===== config.mk =====
export PLATFORM = sky130hd
export DESIGN_NAME = buffer_drain_unit
export DESIGN_NICKNAME = d
export VERILOG_FILES = /design/src/rtl/buffer_drain_unit.sv
export SDC_FILE = /design/constraint.sdc
export NUM_CORES = 2
export LEC_CHECK = 0
export ABC_AREA = 1
export BUFFER_PORTS_ARGS = -buffer_cell sky130_fd_sc_hd__buf_2
export CORE_AREA = 2 2 413 415
export CTS_CLUSTER_SIZE = 28
export DETAILED_ROUTE_END_ITERATION = 10
export DIE_AREA = 0 0 415 417
export GPL_ROUTABILITY_DRIVEN = 0
export PLACE_DENSITY = 0.72
export SETUP_SLACK_MARGIN = 0.05
export SLEW_MARGIN = 40
export SYNTH_ARGS = -nofsm -noshare
export SYNTH_HDL_FRONTEND = slang
export SYNTH_SLANG_ARGS = --single-unit

===== constraint.sdc =====
create_clock -name clk -period 33.3 [get_ports clk]
set_input_delay 6.66 -clock clk [delete_from_list [all_inputs] [get_ports clk]]
set_output_delay 6.66 -clock clk [all_outputs]
set_load 0.005 [all_outputs]

===== src/rtl/buffer_drain_unit.sv =====
// Streams every word of a buffer RAM, in address order, onto a valid/ready port.
// Reads are credit-limited against an output FIFO; optional macro DRAIN_ZERO_FILL_EN zeroes the RAM behind the reads.
module buffer_drain_unit #(
  parameter int WIDTH        = 10,
  parameter int DATA_W       = 512,
  parameter int READ_LATENCY = 2,
  parameter int FIFO_DEPTH   = 4
) (
  input  logic              clk,
  input  logic              rst,
  input  logic              start_drain,
  output logic              drain_working,
  output logic              drain_done,
  output logic [WIDTH-1:0]  ram_raddr,
  output logic              ram_rden,
  input  logic [DATA_W-1:0] ram_rdata,
  output logic              out_valid,
  input  logic              out_ready,
  output logic [DATA_W-1:0] out_data,
  output logic [WIDTH-1:0]  out_idx,
  output logic              out_last
`ifdef DRAIN_ZERO_FILL_EN
  ,
  output logic              ram_wren,
  output logic [WIDTH-1:0]  ram_waddr,
  output logic [DATA_W-1:0] ram_wdata
`endif
);

  localparam int PW = (FIFO_DEPTH > 1) ? $clog2(FIFO_DEPTH) : 1;
  localparam int CW = $clog2(FIFO_DEPTH + 1);

  typedef enum logic [1:0] {IDLE, ISSUE, FLUSH} state_e;

  typedef struct packed {
    logic             vld;
    logic             last;
    logic [WIDTH-1:0] addr;
  } tag_t;

  typedef struct packed {
    logic              last;
    logic [WIDTH-1:0]  idx;
    logic [DATA_W-1:0] data;
  } ent_t;

  state_e           state_q, state_d;
  logic [WIDTH-1:0] rd_cnt_q, rd_cnt_d;
  logic [CW-1:0]    credits_q, credits_d;
  logic [CW-1:0]    count_q, count_d;
  logic [PW-1:0]    wr_ptr_q, wr_ptr_d;
  logic [PW-1:0]    rd_ptr_q, rd_ptr_d;
  logic             last_acc_q, last_acc_d;
  tag_t             pipe_q [READ_LATENCY];
  tag_t             pipe_d [READ_LATENCY];
  ent_t             fifo_q [FIFO_DEPTH];

  tag_t tail;
  logic issue, fifo_empty, pipe_busy, hs, push, pop;

  function automatic logic [PW-1:0] ptr_inc(input logic [PW-1:0] p);
    return (p == PW'(FIFO_DEPTH - 1)) ? '0 : p + 1'b1;
  endfunction

  assign tail          = pipe_q[READ_LATENCY-1];
  assign fifo_empty    = (count_q == '0);
  assign drain_working = (state_q != IDLE);
  assign ram_rden      = issue;
  assign ram_raddr     = issue ? rd_cnt_q : '0;

  // FIFO head falls through; an emerging read bypasses an empty FIFO so the
  // first word shows up in the same cycle its RAM data does.
  always_comb begin
    out_valid = 1'b0;
    out_data  = '0;
    out_idx   = '0;
    out_last  = 1'b0;
    if (!fifo_empty) begin
      out_valid = 1'b1;
      out_data  = fifo_q[rd_ptr_q].data;
      out_idx   = fifo_q[rd_ptr_q].idx;
      out_last  = fifo_q[rd_ptr_q].last;
    end else if (tail.vld) begin
      out_valid = 1'b1;
      out_data  = ram_rdata;
      out_idx   = tail.addr;
      out_last  = tail.last;
    end
  end

  assign hs   = out_valid && out_ready;
  assign pop  = hs && !fifo_empty;
  assign push = tail.vld && !(fifo_empty && out_ready);

  always_comb begin
    pipe_busy = 1'b0;
    for (int i = 0; i < READ_LATENCY; i++) pipe_busy = pipe_busy | pipe_q[i].vld;
  end

  always_comb begin
    state_d    = state_q;
    rd_cnt_d   = rd_cnt_q;
    issue      = 1'b0;
    drain_done = 1'b0;
    last_acc_d = last_acc_q | (hs && out_last);
    case (state_q)
      IDLE: begin
        if (start_drain) begin
          state_d    = ISSUE;
          rd_cnt_d   = '0;
          last_acc_d = 1'b0;
        end
      end
      ISSUE: begin
        if (credits_q != '0) begin
          issue = 1'b1;
          if (rd_cnt_q == {WIDTH{1'b1}}) state_d = FLUSH;
          else                           rd_cnt_d = rd_cnt_q + 1'b1;
        end
      end
      FLUSH: begin
        if (fifo_empty && !pipe_busy && last_acc_q) begin
          drain_done = 1'b1;
          last_acc_d = 1'b0;
          state_d    = IDLE;
        end
      end
      default: state_d = IDLE;
    endcase
  end

  // Credits count free FIFO slots not yet claimed by in-flight reads.
  always_comb begin
    credits_d = credits_q + CW'(hs) - CW'(issue);
    count_d   = count_q + CW'(push) - CW'(pop);
    wr_ptr_d  = push ? ptr_inc(wr_ptr_q) : wr_ptr_q;
    rd_ptr_d  = pop  ? ptr_inc(rd_ptr_q) : rd_ptr_q;
    pipe_d[0].vld  = issue;
    pipe_d[0].last = (rd_cnt_q == {WIDTH{1'b1}});
    pipe_d[0].addr = rd_cnt_q;
    for (int i = 1; i < READ_LATENCY; i++) pipe_d[i] = pipe_q[i-1];
  end

  always_ff @(posedge clk) begin
    if (rst) begin
      state_q    <= IDLE;
      rd_cnt_q   <= '0;
      credits_q  <= CW'(FIFO_DEPTH);
      count_q    <= '0;
      wr_ptr_q   <= '0;
      rd_ptr_q   <= '0;
      last_acc_q <= 1'b0;
      for (int i = 0; i < READ_LATENCY; i++) pipe_q[i] <= '0;
    end else begin
      state_q    <= state_d;
      rd_cnt_q   <= rd_cnt_d;
      credits_q  <= credits_d;
      count_q    <= count_d;
      wr_ptr_q   <= wr_ptr_d;
      rd_ptr_q   <= rd_ptr_d;
      last_acc_q <= last_acc_d;
      for (int i = 0; i < READ_LATENCY; i++) pipe_q[i] <= pipe_d[i];
    end
  end

  // Storage needs no reset: an entry is only visible while count_q covers it.
  always_ff @(posedge clk) begin
    if (push) fifo_q[wr_ptr_q] <= '{last: tail.last, idx: tail.addr, data: ram_rdata};
  end

`ifdef DRAIN_ZERO_FILL_EN
  // The write trails the read of the same address, so no hazard.
  assign ram_wren  = tail.vld;
  assign ram_waddr = tail.addr;
  assign ram_wdata = '0;
`endif

endmodule


# --- After elaboration in Yosys (flattened, before gate mapping) ---
# Memory sizes are Yosys's and may differ from the RTL's. A register that Yosys moved wholly into a read port is not among the register bits.
# Cells that the tools add are included.
word_totals:
  ff_bits: 23
  latchBits: 0
  mem_bits_rw: 2116
  rom_bits: 0
  in_bits: 516
  output_inout_bits: 537
  wordCells: 83
  memories: 2
memory_table:
  columns: ["memory", "words", "width", "rd", "rd_ports_with_merged_regs", "wr", "line_no", "source"]
  rows:
  - ["fifo_q", 4, 523, 1, 1, 1, "56", "ent_t fifo_q [FIFO_DEPTH];"]
  - ["pipe_q", 2, 12, 2, 0, 2, "54", "tag_t pipe_q [READ_LATENCY];"]
op_classes:
  add_sub_neg: 7
  multipliers: 0
  div_mod_pow: 0
  order_cmp: 0
  eq_ne: 10
  n_shift: 0
  mux: 36
  bitwise_logic: 4
  reduce_logical: 17
ops:
  columns: ["cell", "count"]
  rows:
  - ["$mux W512", 2]
  - ["$mux W10", 6]
  - ["$mux W12", 2]
  - ["$pmux W10 S2", 1]
  - ["$mux W2", 8]
  - ["$mux W1", 15]
  - ["$add A10 B1 Y10 const B", 1]
  - ["$eq A10 B10 Y1 const B", 1]
  - ["$ne A2 B2 Y1 const B", 5]
  - ["$reduce_and A4 Y1", 2]
  - ["$logic_and A1 B1 Y1", 7]
  - ["$add A3 B1 Y3", 2]
  - ["$eq A2 B2 Y1 const B", 3]
  - ["$pmux W2 S3", 1]
  - ["$sub A3 B1 Y3", 2]
  - ["$add A2 B1 Y2 const B", 2]
  - ["$or A1 B1 Y1", 4]
  - ["$reduce_bool A2 Y1", 2]
  - ["$logic_not A1 Y1", 3]
  - ["$logic_not A3 Y1", 1]
  - ["$reduce_bool A3 Y1", 1]
  - ["$eq A2 B1 Y1 const B", 1]
  - ["$logic_not A2 Y1", 1]
  - ["$pmux W1 S2", 1]

# --- Longest topological paths before layout ---
logic_depth:
  depth_word: 7
  mapped_depth: 16
  depth_no_buf: 13

# --- Worst setup path before layout ---
# No wires, ideal clock.
synth_path:
  kind: "input to register"
  start: "input out_ready"
  end: "memory fifo_q[0][0] (netlist bit), enable pin"
  setup_ns: 1.420
  t_arrival_ns: 28.445
  required_ns: 31.880
  slack_ns: 3.435
  path_stages: 3
  path_buffers: 0
  cell_sequence: "nand2_2 -> nand2_4 -> nor2_1"
synth_between:
  elab_chain_cells: 5
synth_rtl:
  columns: ["item", "line_no", "source"]
  rows:
  - ["start, declared", "18", "input logic out_ready,"]
  - ["$logic_and A1 B1 Y1", "93", "assign push = tail.vld && !(fifo_empty && out_ready);"]
  - ["$logic_not A1 Y1", "93", null]
  - ["$logic_and A1 B1 Y1", "93", null]
  - ["$mux W1", "168", "if (push) fifo_q[wr_ptr_q] <= '{last: tail.last, idx: tail.addr, data: ram_rdata};"]
  - ["$mux W1 (implied by the code)", "168", null]
  - ["end, declared", "56", null]
# Every way passes these cells.

# --- Final worst setup path ---
layout_path:
  start: "input ram_rdata[336]"
  end: "output out_data[336]"
layout_between:
  elab_chain_cells: 2
layout_rtl:
  columns: ["item", "line_no", "source"]
  rows:
  - ["start, declared", "16", "input logic [DATA_W-1:0] ram_rdata,"]
  - ["$mux W512", "83", "end else if (tail.vld) begin"]
  - ["$mux W512", "78", "if (!fifo_empty) begin"]
  - ["end, declared", "19", "output logic [DATA_W-1:0] out_data,"]
# Every way passes these cells.

==> run metrics <==
status=completed; EDFF count, synth=2092; root buf cell=clkbuf_16; Syn Nets=between 7000 and 8000; die height=around 420 um; initial DRC count=5828; FFs w/ async S/R, synth=0; Worst Path Buf+Inv=2; share of cells above drive strength 1=0.191; Post-CTS Hold Fix Bufs=0; Clock Power Share=0.291; Filler cells=13000; total gr overflow=0; Clock Pin Slew Worst Setup and Hold Paths=~0.060 ns; Crit. Startpoint=ram_rdata[336]; Synth top area share=0.728; Worst Hold Path Cells=2; Worst Tran Pin Value=~0.89 ns; number of I/O port buffers=1052; crit-path cells=buf_2 > nand3_1 > o21ai_0 > buf_2; hold endpoint=pipe_q[0][14]; Final nets=7904; CP endpoint kind=output pin; drt pass-1 iters=5; R2R Path Start=count_q[1]; Initial Util=0.512; post-synthesis instance area=approximately 86000 um^2; hold_sp=pipe_q[0][2]; Vias/cell=a little under 6; CTS buffer count=206; Fmax=~70 MHz; main combinational cell family by area after synthesis=compound AO/OA/AOI/OAI gates; vias in the first global route=54500; Routed Antenna Nets=0; total core area=roughly 170000 um^2; Power Density=about 77 nW/um^2; syn_area_per_cell=roughly 13 um^2; H-tree depth=4; startpoint types=input pin; cell with the most instances after synthesis=edfxtp_1; Period Utilization, post-route=0.424; initial antenna violation count=approximately 130; Slew HR=0.407; Required @ worst endpoint=approximately 27 ns; clock sinks=2141; static leakage power=about 35 nW; mux contribution to synthesized area=0; via count=roughly 58000; ranking of synthesized cells by area=edfxtp_1 73%, nand2_1 7.0%, a32o_1 6.1%, nand3_1 3.1%, a21oi_1 3.1%; Multi-input gate area=just under 20000 um^2; DRC=0; WS Path Type=input pin to output pin; CP dominant cell by count=buf_2; Area Growth Syn to Fin=15.9%; first-pass GRT wire length=~330 mm; Final Skew=around 0.028 ns; post-synthesis cell type count=30; Fin. Hold Viols=0; Synth top cells by count=2092 x edfxtp_1, 1600 x nand2_1, 536 x nand3_1; synth warn=0; clock buffer depth=3; ys flop type=edfxtp_1; top cell family by delay on the critical path=buffers and inverters; Yosys top cell by area=edfxtp_1; CP max stage delay=roughly 0.37 ns; fin. max-slew vios=0; die area=~170000 um^2; adder-cell area share of the yosys netlist=0.00191; die extent in x=about 420 um; GR Util All Layers=0.246; Critical-path top delay cell=o21ai_0; Avg WL per Cell=22.5 um; Tmin final=around 14 ns; dpl hpwl=about 130 mm; register area=63800 um^2; Simple-Gate Fraction of Synth Area=0.105; Peak supply drop=0.0595 mV; Place WS=just under 20 ns; Worst Reg2Reg Path Length in Cells=11; final setup margin=approximately 19 ns; Seq/Total Area, Yosys=0.739; part of the power in registers=0.394; setup TNS=0 ns; XOR/XNOR share of the synthesized area=0.000406; largest net degree at the start of global routing=201; CTS tree=built; R2R Setup Slk=about 28 ns; postcts setup bufs=0; Gate power share=0.315; worst-path fanout max=5; Syn Inst Count=between 6000 and 7000; Post-Route WL=between 200 and 250 mm; I/O Pins=approximately 1100; Max-Cap Viols=0; PostCTS Resize Cnt=0; sw frac=0.338; RSZ-0062 raised after global routing=no; Pint=5.09 mW; Arr. time, crit path=7.46 ns; Switch Pwr=2.60 mW; worst hold path class=register to register; Yosys reg bits=roughly 2100; compound-gate portion of the synthesized area=0.123; final setup vio count=0; Row Count=approximately 150; Clock Latency Late Sink=approximately 0.86 ns; RR Endpoint=fifo_q[0][225]
cells by family after synthesis:
logic type | after synthesis
compound gates | 1590
xor+xnor | 4
fa+ha+maj | 12
buf+inv | 585
flops | 2141
simple gates | 2212
metal layers:
layer	global-route usage	vias up	share of wire
met5	0	-	0.0019
met4	0.154	68	0.062
met3	0.0624	583	0.078
met2	0.383	2363	0.48
met1	0.311	28700	0.38
li1	-	26500	-
registers in the layout, indices dropped and copies added (netlist names), named ones only:
name	flops
rd_ptr_q	2
wr_ptr_q	2
state_q	2
fifo_q	2092
pipe_q	24
last_acc_q	1
count_q	3
rd_cnt_q	10
credits_q	3
power by group through the flow:
stage	sequential, mW	combinational [mW]	clock, mW
detailed placement	3.09	2.38	0
finish	3.03	2.42	2.24
floorplan	3.12	1.41	0
global route	3.03	2.61	2.37
CTS	3.03	2.39	2.27
global placement	3.09	2.33	0
layout by cell type, fill, tap and decap left out, drive strengths merged:
cell / netlist / routed
nand3: 536 / 536
bufinv: 0 / 12
ha: 10 / 10
nand2: 1603 / 1603
nor3b: 1 / 1
dfxtp: 49 / 49
fa: 2 / 2
a211oi: 1 / 1
clkinv: 0 / 96
or2: 2 / 2
nor3: 1 / 1
nand4: 5 / 5
o21ai: 534 / 534
a21oi: 531 / 531
clkinvlp: 0 / 2
a31oi: 1 / 1
inv: 58 / 62
edfxtp: 2092 / 2092
o211a: 1 / 1
buf: 361 / 1151
a32o: 522 / 522
diode: 0 / 100
nor2: 64 / 64
xor2: 4 / 4
clkbuf: 166 / 264
per-stage QoR:
stage	power, mW	instance area (um^2)	hold WS (ns)	instances	util
3_5_place_dp	5.47	93000	0.396	9379	0.552
4_1_cts	7.69	99500	0.406	9757	0.590
5_1_grt	8.02	99900	0.425	9839	0.593
2_1_floorplan	4.53	86300	0.388	6544	-
6_report	7.69	100000	0.406	9864	0.593
3_3_place_gp	5.42	92700	0.392	9368	0.550
worst reg2reg max path: stages, from the launching register on:
cell	delay (ns)
dfxtp_1	0.41
inv_1	0.06
nand2_1	0.23
clkinv_8	0.43
buf_6	0.72
nand2_2	0.17
nand2_4	0.13
nor2_4	0.67
buf_12	0.41
buf_16	0.39
buf_6	0.78
buf_4	0.72
worst max-delay path by stage:
stage	slack [ns]	cells past startpoint	end
floorplan	3.43	3	fifo_q[0][0]
global placement	19.17	4	out_data[337]
detailed placement	19.24	4	out_data[337]
CTS	19.24	4	out_data[337]
global route	19.20	4	out_data[336]
finish	19.18	4	out_data[336]
layout make-up:
class	count	area share
clock inverter	114	0.0102
inverter	58	0.00250
clock buffer	264	0.0546
multi-input combinational	3818	0.198
tap	2218	0.0278
timing repair buffer	1151	0.0657
sequential	2141	0.638
antenna	100	0.00250
Power figures use the tool's default switching activity.
